`config.mk`:
```
export PLATFORM = sky130hd
export DESIGN_NAME = block_count_seq
export DESIGN_NICKNAME = d
export VERILOG_FILES = /design/src/rtl/interleaver_pkg.sv /design/src/rtl/block_count_core.sv /design/src/rtl/block_count_seq.sv
export SDC_FILE = /design/constraint.sdc
export NUM_CORES = 1
export LEC_CHECK = 0
export ABC_CLOCK_PERIOD_IN_PS = 2200
export CAP_MARGIN = 30
export CORE_MARGIN = 1
export CORE_UTILIZATION = 45
export DETAILED_ROUTE_END_ITERATION = 7
export HOLD_SLACK_MARGIN = 0.12
export PLACE_DENSITY = 0.74
export REMOVE_ABC_BUFFERS = 1
export SLEW_MARGIN = 10
export SYNTH_ARGS = -nofsm -noshare
export SYNTH_HDL_FRONTEND = slang
export SYNTH_SLANG_ARGS = --single-unit
```
`constraint.sdc`:
```
create_clock -name clk -period 2.2 [get_ports clk]
set_input_delay 0.44 -clock clk [delete_from_list [all_inputs] [get_ports clk]]
set_output_delay 0.44 -clock clk [all_outputs]
set_load 0.01 [all_outputs]
```
`src/rtl/interleaver_pkg.sv`:
```
// Shared definitions for the interleaver block-counter family: the sequencer
// state encoding and the standard LTE block-length constants.
package interleaver_pkg;

   typedef enum logic [1:0] {
      IDLE  = 2'd0,
      COUNT = 2'd1,
      DONE  = 2'd2
   } state_t;

   localparam int K_SMALL         = 1056;
   localparam int K_LARGE         = 6144;
   localparam int DEFAULT_WIDTH   = 13;
   localparam int DEFAULT_MAX_LEN = 6144;

endpackage : interleaver_pkg

```
`src/rtl/block_count_core.sv`:
```
// Enable-gated position counter with synchronous clear and compare-to-target.
// On an enabled edge at the target it either wraps to zero (wrap=1) or holds.
module block_count_core
   import interleaver_pkg::*;
#(
   parameter int WIDTH = DEFAULT_WIDTH
) (
   input  logic             clk,
   input  logic             reset,
   input  logic             clr,
   input  logic             en,
   input  logic             wrap,
   input  logic [WIDTH-1:0] target,
   output logic [WIDTH-1:0] count,
   output logic             at_target
);

   logic [WIDTH-1:0] count_q;

   assign at_target = (count_q == target);
   assign count     = count_q;

   // Position register: clear has priority over advance so an abort on the
   // final edge leaves the counter at zero.
   always_ff @(posedge clk or negedge reset) begin
      // NOTE: state registers use non-blocking (<=) so every flop samples
      // pre-edge values regardless of statement order.
      if (!reset) begin
         count_q <= '0;
      end else if (clr) begin
         count_q <= '0;
      end else if (en) begin
         if (!at_target) begin
            count_q <= count_q + 1'b1;
         end else if (wrap) begin
            count_q <= '0;
         end
      end
   end

endmodule : block_count_core

```
`src/rtl/block_count_seq.sv`:
```
// Block-length-programmable interleaver position sequencer with start/done
// handshake, one-shot/continuous modes, abort and a completed-block counter.
// Optional build macro BLOCK_COUNT_SEQ_LEN_CHECK_EN rejects starts with
// block_len of 0 or above MAX_LEN and pulses len_err instead.
module block_count_seq
   import interleaver_pkg::*;
#(
   parameter int WIDTH   = DEFAULT_WIDTH,
   parameter int MAX_LEN = DEFAULT_MAX_LEN,
   parameter int FRAME_W = 8
) (
   input  logic               clk,
   input  logic               reset,
   input  logic               start,
   input  logic [WIDTH-1:0]   block_len,
   input  logic               continuous,
   input  logic               count_enable,
   input  logic               abort,
   output logic [WIDTH-1:0]   count,
   output logic [WIDTH-1:0]   target,
   output logic               target_reached,
   output logic               busy,
   output logic               done,
   output logic [FRAME_W-1:0] frame_cnt,
   output logic               len_err
);

   state_t             state_q, state_d;
   logic [WIDTH-1:0]   target_q;
   logic               mode_q;
   logic [FRAME_W-1:0] frame_q;
   logic               done_q;
   logic               at_target;
   logic               len_ok;
   logic               idle_like;
   logic               accept;
   logic               final_edge;

`ifdef BLOCK_COUNT_SEQ_LEN_CHECK_EN
   logic len_err_q;

   assign len_ok  = (block_len != '0) && (32'(block_len) <= 32'(MAX_LEN));
   assign len_err = len_err_q;

   // Rejected-start pulse; any other cycle (including a legal start) clears it.
   always_ff @(posedge clk or negedge reset) begin
      if (!reset) begin
         len_err_q <= 1'b0;
      end else begin
         len_err_q <= start && idle_like && !len_ok && !abort;
      end
   end
`else
   // Without the check every length is accepted and 0 encodes 2^WIDTH.
   logic unused_max_len;

   assign len_ok         = 1'b1;
   assign len_err        = 1'b0;
   assign unused_max_len = ^32'(MAX_LEN);
`endif

   // start is honoured from IDLE and DONE only; abort always wins.
   assign idle_like  = (state_q != COUNT);
   assign accept     = start && idle_like && len_ok && !abort;
   assign final_edge = (state_q == COUNT) && count_enable && at_target && !abort;

   block_count_core #(
      .WIDTH (WIDTH)
   ) u_core (
      .clk       (clk),
      .reset     (reset),
      .clr       (abort || accept),
      .en        ((state_q == COUNT) && count_enable),
      .wrap      (mode_q),
      .target    (target_q),
      .count     (count),
      .at_target (at_target)
   );

   // State register.
   always_ff @(posedge clk or negedge reset) begin
      if (!reset) begin
         state_q <= IDLE;
      end else begin
         state_q <= state_d;
      end
   end

   // Next-state decode: abort, then accepted start, then one-shot completion.
   always_comb begin
      // NOTE: default assignment first so no path leaves state_d unassigned
      // (which would infer a latch).
      state_d = state_q;
      if (abort) begin
         state_d = IDLE;
      end else if (accept) begin
         state_d = COUNT;
      end else if (final_edge && !mode_q) begin
         state_d = DONE;
      end
   end

   // Block parameters latched on start, completed-block counter and done pulse.
   always_ff @(posedge clk or negedge reset) begin
      if (!reset) begin
         target_q <= '0;
         mode_q   <= 1'b0;
         frame_q  <= '0;
         done_q   <= 1'b0;
      end else begin
         done_q <= final_edge;
         if (accept) begin
            target_q <= block_len - 1'b1;
            mode_q   <= continuous;
            frame_q  <= '0;
         end else if (final_edge) begin
            frame_q <= frame_q + 1'b1;
         end
      end
   end

   assign target         = target_q;
   assign frame_cnt      = frame_q;
   assign done           = done_q;
   assign busy           = (state_q == COUNT);
   assign target_reached = ((state_q == COUNT) || (state_q == DONE)) && at_target;

endmodule : block_count_seq

```
==> impl_metrics.yaml, run 1 <==
global_routing:
  grt_pass1_wl_mm: 9.47
  grt_usage: 0.239
  grt_max_degree: 39
  grt_pass1_vias: 2047
  grt-ovfl-total: 0
  antenna_found_initial: 0
final_layout:
  fill_cells: 428
  nNetsFinal: 342
  fin_cells: 386
  seqCellArea_um2: 952
  syn_to_final_growth_pct: 42.4
  multi_input_area_mm2: 0.00125
  num_antenna_cells: 0
  drive_gt1_frac: 0.166
logic_synthesis:
  synth_top_area_frac: 0.426
  ys_ff_latch: 38
  synth_cell_types: 43
  synth_cells: 241
  syn_avg_cell_area_um2: 9.25
  async_flop_share: 1.00
  yosys_warnings: 0
  synth_area_leader_cell: "dfrtp_1"
  yosysSeqAreaShare: 0.426
  synthFlopType: "dfrtp_1"
  synth_edf_count: 0
  synth_top_cells_by_area: "dfrtp_1 43%, xnor2_1 7.5%, a221o_1 3.6%"
  yosysMostFrequentCell: "dfrtp_1"
  syn_area_mm2: 0.00223
  ys_top_cells_by_count: "38 x dfrtp_1, 21 x nand2_1, 19 x nor2_1, 19 x xnor2_1, 13 x o21ai_0"
die:
  coreArea_mm2: 0.00475
  io_pins: 57
  die_w_um: 72.4
  initial_utilization: 0.469
  rows: 25
  dieArea_mm2: 0.00524
  fp.dieH_um: 72.4
clocking:
  clock_sink_count: 38
  root_buffer: "clkbuf_8"
  cts_tree: "done"
  cts_buffers: 5
  clk_pin_slew_ps: 70
  clkLatencyLatePin_ps: 290
  clockBufferDepth: 2
  h-tree-depth: 2
route:
  vias_per_cell: 5.51
  vias: 2126
  firstDrtPassIters: 4
  wire_per_inst_um: 14.4
  wirelength_mm: 5.58
  ant_nets: 0
  drt_iter0_drc: 112
  drc: 0
power:
  p_sw_frac: 0.287
  pwr_density_cell_mw_per_mm2: 538
  seq_power_share: 0.479
  combPwrFrac: 0.259
  intPower_w: 0.00122
  vdd_drop_max_mv: 0.422
  p_sw_w: 0.000491
  p_leak_nw: 1.33
  power_frac_clock: 0.262
run:
  maxCapViolations: 0
timing:
  fin_ws_ps: 131
  fin_skew_ps: 7.91
  fmax_mhz: 483
  rsz0062_at_grt: "no"
  tightest_slew_ps: 700
  hold_violations: 0
  period_needed_ps: 2070
  min_period_over_period: 0.941
  setup_viol: 0
  slew_headroom: 0.534
  slew_viol_final: 0
place:
  gp_congestion: 0.898
  hpwlAfterDp_mm: 4.11
  dp_cells: 376
  dp_slack_ps: -171
  io_buffers: 55
critical_path:
  reg2regPathDepth: 6
  worst-endpoint-required_ps: 2370
  critPathLaunchType: "input port"
  path_max_fanout: 4
  cp-end-kind: "flip-flop"
  crit_type: "input port to flip-flop"
  critPathArrivalTime_ps: 2240
outcome:
  status: "finished, final reports clean"
hold_path:
  hold_class: "input port to async pin"
critical path, stage by stage:
cell and delay (ps):
clkdlybuf4s50_1 430, or4_4 540, or3_4 380, nor4_4 230
xnor2_1 160, o21ai_2 60
worst paths after layout:
| check | start | endpoint | slack (ps) |
|---|---|---|---|
| max | block_len[2] | target[11]$_DFFE_PN0N_ | 130 |
| min | reset | frame_cnt[2]$_DFFE_PN0P_ | 480 |
| max reg2reg | target[8]$_DFFE_PN0N_ | frame_cnt[6]$_DFFE_PN0P_ | 150 |
| min reg2reg | state_q[1]$_DFFE_PN0P_ | state_q[1]$_DFFE_PN0P_ | 490 |
| max in group asynchronous | reset | target[8]$_DFFE_PN0N_ | 1320 |
| min in group clk | state_q[1]$_DFFE_PN0P_ | state_q[1]$_DFFE_PN0P_ | 490 |
final cells by class:
type / count / share of cell area
multi-input cells: 183 / 0.394
well taps: 67 / 0.0264
inverters: 7 / 0.00828
clock buffers: 7 / 0.0240
flip-flops and latches: 38 / 0.300
repair buffers: 84 / 0.248
flip-flops by register name (all words and copies together) (netlist names):
signal        flops
done              1
frame_cnt         8
mode_q            1
state_q           2
target           13
u_core.count     13
cells in the final DEF, fill, tap and decap left out, drive strengths merged, types with 2 or more instances in the layout:
| master | Yosys | routed |
|---|---|---|
| nand4 | 6 | 6 |
| buf | 6 | 29 |
| nand2 | 21 | 21 |
| and4 | 7 | 7 |
| ha | 4 | 4 |
| inv | 7 | 7 |
| nor2b | 2 | 2 |
| a221o | 8 | 8 |
| a31oi | 4 | 4 |
| a21oi | 12 | 12 |
| or4 | 7 | 7 |
| xor2 | 3 | 3 |
| nand3b | 3 | 3 |
| nand3 | 12 | 12 |
| xnor2 | 19 | 19 |
| and3 | 7 | 7 |
| nor3 | 5 | 5 |
| o21a | 2 | 2 |
| clkdlybuf4s50 | 0 | 53 |
| nor4b | 2 | 2 |
| and2 | 3 | 3 |
| nor4 | 3 | 3 |
| o21ai | 16 | 16 |
| or3 | 3 | 3 |
| o31ai | 7 | 7 |
| dfrtp | 38 | 38 |
| nor2 | 20 | 20 |
| clkbuf | 7 | 8 |
repair_timing:
action	4_1_cts	5_1_grt
resized for setup	4	9
hold endpoints to repair	0	1
hold buffers	0	1
buffers inserted	1	1
cloned	0	0
pin swaps	2	5
setup endpoints to repair	1	6
through the flow:
step | cell area (um^2) | utilization | setup TNS [ps] | hold WS (ps) | power, W
6_report | 3170 | 0.668 | 0 | 476 | 0.00171
5_1_grt | 3170 | 0.668 | 0 | 472 | 0.00180
4_1_cts | 3110 | 0.655 | 0 | 284 | 0.00170
3_5_place_dp | 3010 | 0.633 | -388 | 484 | 0.00124
3_3_place_gp | 3010 | 0.633 | -230 | 476 | 0.00123
2_1_floorplan | 2170 | - | 0 | 144 | 0.000996
kinds of logic after synthesis:
| logic type | count (synthesis) | synth area share |
|---|---|---|
| buffers and inverters | 20 | 0.0382 |
| other | 1 | 0.00168 |
| multiplexers | 1 | 0.00505 |
| AND/OR/NAND/NOR | 104 | 0.270 |
| AO/OA/AOI/OAI | 51 | 0.149 |
| adder cells (fa/ha/maj) | 4 | 0.0224 |
| XOR/XNOR | 22 | 0.0864 |
| flip-flops | 38 | 0.426 |
power groups by stage:
| stage | logic, W | clock network (W) | registers [W] |
|---|---|---|---|
| global route | 0.000482 | 0.000495 | 0.000825 |
| floorplan | 0.000159 | 0 | 0.000836 |
| detailed placement | 0.000415 | 0 | 0.000823 |
| CTS | 0.000425 | 0.000463 | 0.000815 |
| global placement | 0.000408 | 0 | 0.000821 |
| finish | 0.000442 | 0.000447 | 0.000818 |
routing by layer:
layer	wire, um	GRT usage
met5	0	0
met1	2380	0.283
met2	2810	0.409
met4	108	0.109
met3	277	0.0597
Note: power is estimated with default switching activity, not from simulation.
==> inputs of run 2 (changes only) <==
--- a/config.mk
+++ b/config.mk
@@ -11,6 +11,7 @@
 export CORE_UTILIZATION = 45
 export DETAILED_ROUTE_END_ITERATION = 7
 export HOLD_SLACK_MARGIN = 0.12
+export MAX_ROUTING_LAYER = met4
 export PLACE_DENSITY = 0.74
 export REMOVE_ABC_BUFFERS = 1
 export SLEW_MARGIN = 10
==> impl_metrics.yaml, run 2 (synthesis results as in run 1) <==
final_layout:
  final_common_cell: "clkdlybuf4s50_1"
  num_antenna_cells: 0
  nNetsFinal: 342
  design_area_mm2: 0.00317
  drive_gt1_frac: 0.166
  most-common-layout-cells: "53 x clkdlybuf4s50_1, 37 x dfrtp_1, 26 x buf_4"
  syn_to_final_growth_pct: 42.4
route:
  top_layer: "met4"
  drc: 0
  vias_per_cell: 5.53
  drt_iter0_drc: 110
  ant_nets: 0
  vias: 2136
  route.met3.wl_um: 256
  wl_met1_mm: 2.43
  wirelength_mm: 5.59
  firstDrtPassIters: 4
  wire_per_inst_um: 14.5
  wl_met2_mm: 2.78
clocking:
  h-tree-depth: 2
  clock_sink_count: 38
  clk_pin_slew_ps: 70
  root_buffer: "clkbuf_8"
  clkLatencyLatePin_ps: 290
  cts_tree: "done"
  clockBufferDepth: 2
  cts_buffers: 5
die:
  coreArea_mm2: 0.00475
  dieArea_mm2: 0.00524
  rows: 25
  io_pins: 57
  initial_utilization: 0.469
  fp.dieH_um: 72.4
  die_w_um: 72.4
timing:
  min_period_over_period: 0.941
  setup-tns-final_ps: 0
  slew_viol_final: 0
  hold_slack_ps: 474
  slew_headroom: 0.536
  hold_violations: 0
  fmax_mhz: 483
  rsz0062_at_grt: "no"
  tightest_slew_ps: 696
  setup_viol: 0
  fin_skew_ps: 8.52
  period_needed_ps: 2070
place:
  io_buffers: 55
  gp_congestion: 0.914
  placed_area_mm2: 0.00301
  hpwlAfterDp_mm: 4.11
global_routing:
  antenna_found_initial: 0
  grt_usage: 0.247
  grt_pass1_vias: 2046
  grt_pass1_wl_mm: 9.48
  grt-ovfl-total: 0
  grt_max_degree: 39
critical_path:
  worst-endpoint-required_ps: 2370
  critPathArrivalTime_ps: 2240
  cp-end-kind: "flip-flop"
  path_max_fanout: 4
  crit_type: "input port to flip-flop"
  critPathLaunchType: "input port"
power:
  seq_power_share: 0.479
  p_sw_frac: 0.288
  p_leak_nw: 1.33
  pwr_density_cell_mw_per_mm2: 538
  intPower_w: 0.00122
  combPwrFrac: 0.259
  p_sw_w: 0.000491
  vdd_drop_max_mv: 0.421
  power_frac_clock: 0.262
hold_path:
  hold_class: "input port to async pin"
run:
  maxCapViolations: 0
outcome:
  status: "finished, final reports clean"
==> run 2: stage by stage <==
| stage | utilization | instances | worst slack, ps | power, W |
|---|---|---|---|---|
| floorplan | - | 228 | 19.3 | 0.000996 |
| global placement | 0.633 | 376 | -134 | 0.00123 |
| detailed placement | 0.633 | 376 | -171 | 0.00124 |
| CTS | 0.655 | 384 | 2.54 | 0.00170 |
| global route | 0.668 | 386 | 81.3 | 0.00180 |
| finish | 0.668 | 386 | 130 | 0.00171 |
==> run 2: worst max-delay path, cell delays in order <==
cell	delay (ps)
clkdlybuf4s50_1	430
or4_4	540
or3_4	380
nor4_4	230
xnor2_1	160
o21ai_2	60
==> run 2: power groups by stage <==
stage / combinational, W / clock (W) / sequential (W)
final: 0.000442 / 0.000448 / 0.000818
after global routing: 0.000482 / 0.000496 / 0.000825
after CTS: 0.000425 / 0.000463 / 0.000815
after detailed placement: 0.000415 / 0 / 0.000823
after global placement: 0.000408 / 0 / 0.000821
after floorplan: 0.000159 / 0 / 0.000836
==> run 2: path summary, 6_finish.rpt <==
path                                        startpoint                       end  slack [ps]  cells past startpoint
worst min-delay path                             reset  frame_cnt[2]$_DFFE_PN0P_         470                      2
max in group asynchronous                        reset     target[8]$_DFFE_PN0N_        1320                      3
min in group clk                state_q[1]$_DFFE_PN0P_    state_q[1]$_DFFE_PN0P_         500                      1
worst min register to register  state_q[1]$_DFFE_PN0P_    state_q[1]$_DFFE_PN0P_         500                      1
worst max-delay path                      block_len[2]    target[11]$_DFFE_PN0N_         130                      6
worst max register to register   target[8]$_DFFE_PN0N_  frame_cnt[6]$_DFFE_PN0P_         150                      6
==> run 2: area by class of cell <==
| class | count | area, um^2 |
|---|---|---|
| Multi-Input combinational cell | 183 | 1250 |
| Fill cell | 428 | 1580 |
| Tap cell | 67 | 83.8 |
| Clock buffer | 7 | 76.3 |
| Inverter | 7 | 26.3 |
| Sequential cell | 38 | 952 |
| Timing Repair Buffer | 84 | 786 |
==> run 2: what timing repair did <==
item / 4_1_cts / 5_1_grt
setup buffers: 1 / 1
gates resized for setup: 4 / 9
hold buffers: 0 / 1
pin swaps: 2 / 5
endpoints found under the hold margin: 0 / 1
endpoints found under the setup margin: 1 / 6
==> run 2: per-layer routing <==
layer,global-route usage,up-vias
met1,0.283,1017
met3,0.0597,12
met2,0.411,68
met5,-,-
li1,-,1039
met4,0.109,0
==> inputs of run 3 (changes only) <==
--- a/config.mk
+++ b/config.mk
@@ -7,10 +7,11 @@
 export LEC_CHECK = 0
 export ABC_CLOCK_PERIOD_IN_PS = 2200
 export CAP_MARGIN = 30
+export CORE_ASPECT_RATIO = 1.4
 export CORE_MARGIN = 1
 export CORE_UTILIZATION = 45
 export DETAILED_ROUTE_END_ITERATION = 7
-export HOLD_SLACK_MARGIN = 0.12
+export HOLD_SLACK_MARGIN = 0.03
 export MAX_ROUTING_LAYER = met4
 export PLACE_DENSITY = 0.74
 export REMOVE_ABC_BUFFERS = 1
==> impl_metrics.yaml, run 3 (synthesis results as in run 1) <==
outcome:
  status: "finished, final reports clean"
global_routing:
  top_usage_layer: "met2"
  grtUsageMet1: 0.292
  grt_pass1_wl_mm: 9.52
  grt_usage: 0.248
  grt-ovfl-total: 0
  antenna_found_initial: 0
  grt.met2_usage: 0.413
  grt_max_degree: 39
  use_met3: 0.0351
  grt_pass1_vias: 2079
critical_path:
  worst-endpoint-required_ps: 2390
  startpoint: "u_core.count[0]$_DFFE_PN0P_"
  r2r_start: "u_core.count[0]$_DFFE_PN0P_"
  critPathArrivalTime_ps: 2280
  reg2regPathDepth: 10
  critPathLaunchType: "flip-flop"
  cp-end-kind: "flip-flop"
  crit_type: "flip-flop to flip-flop"
  path_max_fanout: 6
place:
  gp_congestion: 0.831
  io_buffers: 55
  dp_slack_ps: -180
  hpwlAfterDp_mm: 4.15
clocking:
  cts_tree: "done"
  clkLatencyLatePin_ps: 300
  root_buffer: "clkbuf_8"
  clk_pin_slew_ps: 80
  clockBufferDepth: 2
  h-tree-depth: 2
  cts_hold_buffers: 0
  cts_buffers: 5
  clock_sink_count: 38
route:
  wirelength_mm: 5.95
  vias: 2246
  drt_iter0_drc: 117
  ant_nets: 0
  vias_per_cell: 5.76
  drc: 0
  wire_per_inst_um: 15.3
  firstDrtPassIters: 4
die:
  io_pins: 57
  dieArea_mm2: 0.00524
  rows: 29
  coreArea_mm2: 0.00464
  die_w_um: 61.5
  initial_utilization: 0.480
  fp.dieH_um: 85.3
timing:
  tightest_slew_ps: 842
  rsz0062_at_grt: "no"
  slew_viol_final: 0
  setup-tns-final_ps: 0
  fmax_mhz: 479
  slew_headroom: 0.439
  setup_viol: 0
  hold_violations: 0
  fin_skew_ps: 6.52
  period_needed_ps: 2090
  fin_ws_ps: 113
  min_period_over_period: 0.949
final_layout:
  nNetsFinal: 350
  drive_gt1_frac: 0.220
  most-common-layout-cells: "53 x clkdlybuf4s50_1, 37 x dfrtp_1, 35 x buf_4"
  fill_cells: 406
  num_antenna_cells: 0
  seqCellArea_um2: 952
  syn_to_final_growth_pct: 48.0
  final_common_cell: "clkdlybuf4s50_1"
  multi_input_area_mm2: 0.00133
power:
  p_leak_nw: 1.41
  pwr_density_cell_mw_per_mm2: 563
  vdd_drop_max_mv: 0.356
hold_path:
  hold_class: "input port to async pin"
run:
  maxCapViolations: 0
==> run 3: worst max-delay path, stage by stage (launching register included) <==
cell and delay, ps:
dfrtp_1 410, xnor2_2 170, buf_4 140, buf_4 120
buf_4 120, buf_4 120, buf_4 130, nand3_4 80
nor4_4 50, o21a_2 280, a221o_1 360
==> run 3: per-layer routing <==
layer | part of all wire | vias up
li1 | - | 1064
met1 | 0.39 | 1092
met2 | 0.54 | 77
met3 | 0.043 | 13
met4 | 0.026 | 0
met5 | 0 | -
==> run 3: cell type report <==
cell class,instances,area share
clock inverter,2,0.00379
clock buffer,6,0.0250
tap,62,0.0235
inverter,7,0.00796
sequential,38,0.289
multi-input combinational,184,0.402
timing repair buffer,91,0.250
==> run 3: power by group <==
part / internal, W / leakage (nW) / switching (W)
clock network: 0.000252 / 0.0472 / 0.000254
logic: 0.000301 / 0.859 / 0.000230
registers: 0.000754 / 0.501 / 0.0000678
==> run 3: per-stage QoR <==
stage	cell area, um^2	hold WS (ps)	cells	total power, W	util
after CTS	3220	271	388	0.00181	0.693
after global placement	3010	476	372	0.00123	0.648
after detailed placement	3010	494	372	0.00124	0.648
final	3300	232	390	0.00186	0.710
after floorplan	2170	144	228	0.000996	-
after global routing	3300	301	390	0.00195	0.710
==> run 3: worst paths after layout <==
path / slack (ps) / endpoint
max: 110 / u_core.count[12]$_DFFE_PN0P_
min: 230 / target[1]$_DFFE_PN0N_
min in group clk: 540 / state_q[1]$_DFFE_PN0P_
max reg2reg: 110 / u_core.count[12]$_DFFE_PN0P_
max in group asynchronous: 1390 / target[2]$_DFFE_PN0N_
min reg2reg: 540 / state_q[1]$_DFFE_PN0P_
==> run 3: what timing repair did <==
action,in CTS,in global routing
buffers inserted,8,3
pin swaps,6,9
resized for setup,9,16
cloned,0,1
endpoints found under the setup margin,1,20
